===== src/rtl/spi_cmd_sched.sv =====
// Two-requester SPI command master: round-robin arbitration, then one
// 8-bit frame {start=0, op[2:0], data[3:0]} shifted MSB first on ss/sclk/mosi.
module spi_cmd_sched #(
  parameter int CLK_DIV  = 4,
  parameter int IDLE_GAP = 4
) (
  input  logic       clk,
  input  logic       n_rst,
  input  logic       req0,
  input  logic [2:0] op0,
  input  logic [3:0] data0,
  input  logic       req1,
  input  logic [2:0] op1,
  input  logic [3:0] data1,
  output logic       gnt0,
  output logic       gnt1,
  output logic       err,
  output logic       done,
  output logic       busy,
  output logic       ss,
  output logic       sclk,
  output logic       mosi
);

  typedef enum logic [2:0] {IDLE, SETUP, SHIFT, HOLD, GAP} state_t;

  localparam int CNT_MAX = (CLK_DIV > IDLE_GAP) ? CLK_DIV : IDLE_GAP;
  localparam int CNT_W   = (CNT_MAX > 1) ? $clog2(CNT_MAX) : 1;
  localparam logic [CNT_W-1:0] DIV_LAST = CNT_W'(CLK_DIV - 1);
  localparam logic [CNT_W-1:0] GAP_LAST = CNT_W'(IDLE_GAP - 1);

  state_t           state_q, state_d;
  logic [CNT_W-1:0] cnt_q, cnt_d;
  logic [2:0]       bit_q, bit_d;
  logic             half_q, half_d;     // 0 = sclk high half, 1 = low half
  logic             launch_q, launch_d; // grant cycle: frame latched, gnt visible
  logic [7:0]       frame_q, frame_d;
  logic             rr_q, rr_d;         // last winner
  logic             gnt0_q, gnt0_d, gnt1_q, gnt1_d;
  logic             err_q, err_d, done_q, done_d, busy_q, busy_d;
  logic             ss_q, ss_d, sclk_q, sclk_d, mosi_q, mosi_d;

  logic arb_window, win0, win1, frame_legal, fall_cycle;

  // Arbitration happens in idle and in the last gap cycle, so a waiting
  // request is granted in the very first idle cycle after the gap.
  assign arb_window  = ((state_q == IDLE) && !launch_q) ||
                       ((state_q == GAP) && (cnt_q == GAP_LAST));
  assign win0        = arb_window && req0 && (!req1 || rr_q);
  assign win1        = arb_window && req1 && (!req0 || !rr_q);
  assign frame_legal = (frame_q[6:4] == 3'b100) || (frame_q[6:4] == 3'b110);
  assign fall_cycle  = (state_q == SHIFT) && half_q && (cnt_q == '0);

  always_ff @(posedge clk or negedge n_rst) begin
    if (!n_rst) begin
      state_q  <= IDLE;
      cnt_q    <= '0;
      bit_q    <= '0;
      half_q   <= 1'b0;
      launch_q <= 1'b0;
      frame_q  <= '0;
      rr_q     <= 1'b1;
      gnt0_q   <= 1'b0;
      gnt1_q   <= 1'b0;
      err_q    <= 1'b0;
      done_q   <= 1'b0;
      busy_q   <= 1'b0;
      ss_q     <= 1'b1;
      sclk_q   <= 1'b0;
      mosi_q   <= 1'b1;
    end else begin
      state_q  <= state_d;
      cnt_q    <= cnt_d;
      bit_q    <= bit_d;
      half_q   <= half_d;
      launch_q <= launch_d;
      frame_q  <= frame_d;
      rr_q     <= rr_d;
      gnt0_q   <= gnt0_d;
      gnt1_q   <= gnt1_d;
      err_q    <= err_d;
      done_q   <= done_d;
      busy_q   <= busy_d;
      ss_q     <= ss_d;
      sclk_q   <= sclk_d;
      mosi_q   <= mosi_d;
    end
  end

  always_comb begin
    state_d  = state_q;
    cnt_d    = cnt_q;
    bit_d    = bit_q;
    half_d   = half_q;
    launch_d = launch_q;
    frame_d  = frame_q;
    rr_d     = rr_q;
    case (state_q)
      IDLE: begin
        if (launch_q) begin
          launch_d = 1'b0;
          cnt_d    = '0;
          state_d  = frame_legal ? SETUP : GAP;
        end
      end
      SETUP: begin
        if (cnt_q == DIV_LAST) begin
          state_d = SHIFT;
          cnt_d   = '0;
          half_d  = 1'b0;
          bit_d   = '0;
        end else begin
          cnt_d = cnt_q + 1'b1;
        end
      end
      SHIFT: begin
        if (cnt_q == DIV_LAST) begin
          cnt_d = '0;
          if (!half_q) begin
            half_d = 1'b1;
          end else if (bit_q == 3'd7) begin
            state_d = HOLD;
          end else begin
            bit_d  = bit_q + 3'd1;
            half_d = 1'b0;
          end
        end else begin
          cnt_d = cnt_q + 1'b1;
        end
      end
      HOLD: begin
        if (cnt_q == DIV_LAST) begin
          state_d = GAP;
          cnt_d   = '0;
        end else begin
          cnt_d = cnt_q + 1'b1;
        end
      end
      GAP: begin
        if (cnt_q == GAP_LAST) begin
          state_d = IDLE;
          cnt_d   = '0;
        end else begin
          cnt_d = cnt_q + 1'b1;
        end
      end
      default: state_d = IDLE;
    endcase
    if (win0 || win1) begin
      launch_d = 1'b1;
      frame_d  = win0 ? {1'b0, op0, data0} : {1'b0, op1, data1};
      rr_d     = win1;
    end
  end

  always_comb begin
    gnt0_d = win0;
    gnt1_d = win1;
    err_d  = (state_q == IDLE) && launch_q && !frame_legal;
    done_d = (state_d == HOLD) && (cnt_d == DIV_LAST);
    busy_d = (state_d != IDLE);
    ss_d   = !((state_d == SETUP) || (state_d == SHIFT) || (state_d == HOLD));
    sclk_d = (state_d == SHIFT) && !half_d;
    mosi_d = mosi_q;
    // mosi moves one clk after each sclk fall; after the 8th fall it idles high
    if ((state_q == IDLE) && launch_q && frame_legal) begin
      mosi_d = frame_q[7];
    end else if (fall_cycle) begin
      mosi_d = (bit_q == 3'd7) ? 1'b1 : frame_q[3'd6 - bit_q];
    end
  end

  assign gnt0 = gnt0_q;
  assign gnt1 = gnt1_q;
  assign err  = err_q;
  assign done = done_q;
  assign busy = busy_q;
  assign ss   = ss_q;
  assign sclk = sclk_q;
  assign mosi = mosi_q;

endmodule

===== config.mk =====
export PLATFORM = sky130hd
export DESIGN_NAME = spi_cmd_sched
export DESIGN_NICKNAME = d
export VERILOG_FILES = /design/src/rtl/spi_cmd_sched.sv
export SDC_FILE = /design/constraint.sdc
export NUM_CORES = 1
export LEC_CHECK = 0
export ABC_AREA = 1
export BUFFER_PORTS_ARGS = -buffer_cell sky130_fd_sc_hd__buf_2
export CAP_MARGIN = 10
export CORE_ASPECT_RATIO = 1.5
export CORE_UTILIZATION = 40
export CTS_CLUSTER_DIAMETER = 120
export DETAILED_ROUTE_END_ITERATION = 8
export PLACE_DENSITY = 0.64
export SLEW_MARGIN = 20
export SYNTH_ARGS = -nofsm -noshare
export SYNTH_HDL_FRONTEND = slang
export SYNTH_SLANG_ARGS = --single-unit

===== constraint.sdc =====
create_clock -name clk -period 4 [get_ports clk]
set_input_delay 0.6 -clock clk [delete_from_list [all_inputs] [get_ports clk]]
set_output_delay 0.6 -clock clk [all_outputs]
set_load 0.03 [all_outputs]

==> impl_metrics.yaml <==
grt:
  grtUsageMet3: 0.01198
  grt_max_degree: 27
  antenna_found_initial: 0
  gr-usage-met2: 0.2481
  grtUsageMet1: 0.1882
  grt_first_pass_wirelength_mm: 4.498
  grt_busiest_layer: "met2"
  grtUsageTotal: 0.1479
  first_global_vias: 1067
  grt_overflow_total: 0
worst_setup_path:
  path_max_fanout: 10
  max_stage_delay_ns: 0.40
  arrival_ns: 1.81
  crit_type: "reg2reg"
  crit_chain: "ha_1 -> nand2_1 -> inv_1 -> nand2_2 -> nand2_4 -> nand2_4 -> nand2_4 -> inv_4 -> nand2_1 -> nand2_1"
  endpoint_kind: "flop"
  critPathRequiredTime_ns: 4.16
  critPathSlowestCell: "dfrtp_1"
  cp-start-kind: "flop"
cells_and_area:
  final_nets: 239
  final_common_cell: "nand2_1"
  drive_gt1_frac: 0.2233
  antennaDiodeCount: 0
  n_fill_cell: 369
  regArea_um2: 654.4
  layout_common_cells: "nand2_1 (59), inv_1 (27), buf_2 (25)"
  area_growth_pct: 16.44
  multi_input_area_um2: 695.7
clocking:
  clk_latency_ns: 0.26
  cts_made_buffers: 3
  cts.sinks: 26
  cts_resized: 0
  clock_path_buffers: 2
  cts_tree: "done"
  cts_setup_buffers: 0
  clkTransAtPathRegs_ns: 0.09
  cts-root-buf: "clkbuf_8"
  cts_hold_buf: 0
  cts_max_level: 1
route:
  post_drt_wl_per_cell_um: 9.879
  vias_per_cell: 4.564
  drcViolationCount: 0
  vias: 1173
  drtAntennaViolNets: 0
  drtPass1Iterations: 4
  routed_wl_mm: 2.539
  drtIter0Drc: 15
timing:
  fin_tns_setup_ns: 0
  finalCriticalPeriod_ns: 1.651
  tightest_slew_ns: 0.5639
  rsz0062_at_grt: "no"
  post-route-period-util: 0.4129
  slew_headroom: 0.6241
  skew_ns: 0.003717
  fmaxAchievable_ghz: 0.6055
  final_hold_viol_count: 0
  setup_violations: 0
  slew_viol_final: 0
run_status:
  status: "completed"
placed_design:
  globalplace.congestion: 0.7621
  portBuffers: 25
  hpwlAfterDp_mm: 2.079
die:
  start_util: 0.4260
  core_mm2: 0.003448
  die_w_um: 51.48
  pin_count: 26
  die_y_um: 76.22
  dieArea_mm2: 0.003924
  placementRows: 26
synth:
  synth_top_family_by_area: "simple AND/OR/NAND/NOR gates"
  synthAdderAreaFrac: 0.04259
  synthMuxAreaShare: 0
  yosys.area_share.xor_xnor: 0
  synth.avg_cell_area_um2: 7.855
  syn_nets: 210
  netlist_area_mm2: 0.001469
  synthSimpleGateAreaFrac: 0.3799
  synth_compound_area_frac: 0.05111
  ys_ff_latch: 26
  seq_area_frac_synth: 0.4455
  yosysWarningCount: 0
  synth_cell_types: 27
  syn_inst: 187
run:
  max_cap_viol_count: 0
power:
  p_total_mw: 1.135
  p_leak_nw: 0.9512
  ir_drop_mv: 0.3705
  power.density_mw_per_mm2: 663.6
hold_path:
  hold_class: "in2async"
## where the power goes
group	total [mW]	leakage (nW)	switching, mW	internal, mW
Clock	0.213	0.0357	0.0789	0.134
Sequential	0.424	0.330	0.0637	0.361
Combinational	0.498	0.586	0.335	0.163
Total	1.14	0.951	0.478	0.657
## worst max-delay path, delay by kind of cell, from the launching register on
family	cells	cell delay (ns)
and+or+nand+nor	7	0.64
buffers and inverters	2	0.13
adders and majority gates	1	0.37
DFF	1	0.40
## flip-flops by register name, summed over array words and instances, names as in the netlist
register / cells
bit_q: 3
busy: 1
cnt_q: 2
done: 1
err: 1
frame_q: 7
gnt0: 1
gnt1: 1
half_q: 1
launch_q: 1
mosi: 1
rr_q: 1
sclk: 1
ss: 1
state_q: 3
## final cells by class
| cell class | count | share of cell area |
|---|---|---|
| tap | 42 | 0.03072 |
| clock inverter | 1 | 0.01756 |
| multi-input combinational | 131 | 0.4067 |
| timing repair buffer | 25 | 0.07315 |
| sequential | 26 | 0.3826 |
| clock buffer | 3 | 0.02414 |
| inverter | 29 | 0.06511 |
## metal layers
| layer | wire (µm) | part of all wire | vias up |
|---|---|---|---|
| met1 | 1125 | 0.44 | 508 |
| li1 | - | - | 647 |
| met5 | 0 | 0 | - |
| met3 | 39 | 0.015 | 2 |
| met2 | 1340 | 0.53 | 16 |
| met4 | 34 | 0.013 | 0 |
## cells in the mapped netlist (all sizes together)
library cell,count,area [µm²]
nand2,64,267.8
inv,29,111.4
dfrtp,23,575.6
nand3,20,120.1
nor2,14,62.56
nand3b,9,71.32
o21ai,7,35.03
ha,5,62.56
a21oi,3,15.01
dfstp,3,78.83
nand4,3,18.77
a21boi,2,18.77
and2,1,6.260
buf,1,7.510
nor3,1,5.000
o22ai,1,6.260
or2,1,6.260
## final timing paths
| path | from | endpoint | depth (start not counted) | slack, ns |
|---|---|---|---|---|
| max | cnt_q[1]$_DFF_PN0_ | frame_q[5]$_DFFE_PN0P_ | 10 | 2.35 |
| min reg2reg | frame_q[0]$_DFFE_PN0P_ | frame_q[0]$_DFFE_PN0P_ | 2 | 0.48 |
| max in group asynchronous | n_rst | mosi$_DFFE_PN1P_ | 1 | 3.31 |
| max reg2reg | cnt_q[1]$_DFF_PN0_ | frame_q[5]$_DFFE_PN0P_ | 10 | 2.35 |
| min in group clk | frame_q[0]$_DFFE_PN0P_ | frame_q[0]$_DFFE_PN0P_ | 2 | 0.48 |
| min | n_rst | err$_DFF_PN0_ | 1 | 0.31 |
## per-stage QoR
stage | setup WS (ns) | instances | instance area [µm²] | utilization | hold WS (ns)
global placement | 2.366 | 253 | 1639 | 0.4753 | 0.4640
finish | 2.349 | 257 | 1710 | 0.4960 | 0.3145
floorplan | 2.561 | 187 | 1469 | - | 0.3044
CTS | 2.338 | 257 | 1710 | 0.4960 | 0.3300
detailed placement | 2.351 | 253 | 1639 | 0.4753 | 0.4643
global route | 2.175 | 257 | 1710 | 0.4960 | 0.3489
## cells by family after synthesis
group           after synthesis
compound gates               13
simple gates                113
flops                        26
fa+ha+maj                     5
buf+inv                      30
No activity file was read; power rests on OpenSTA's default activity.
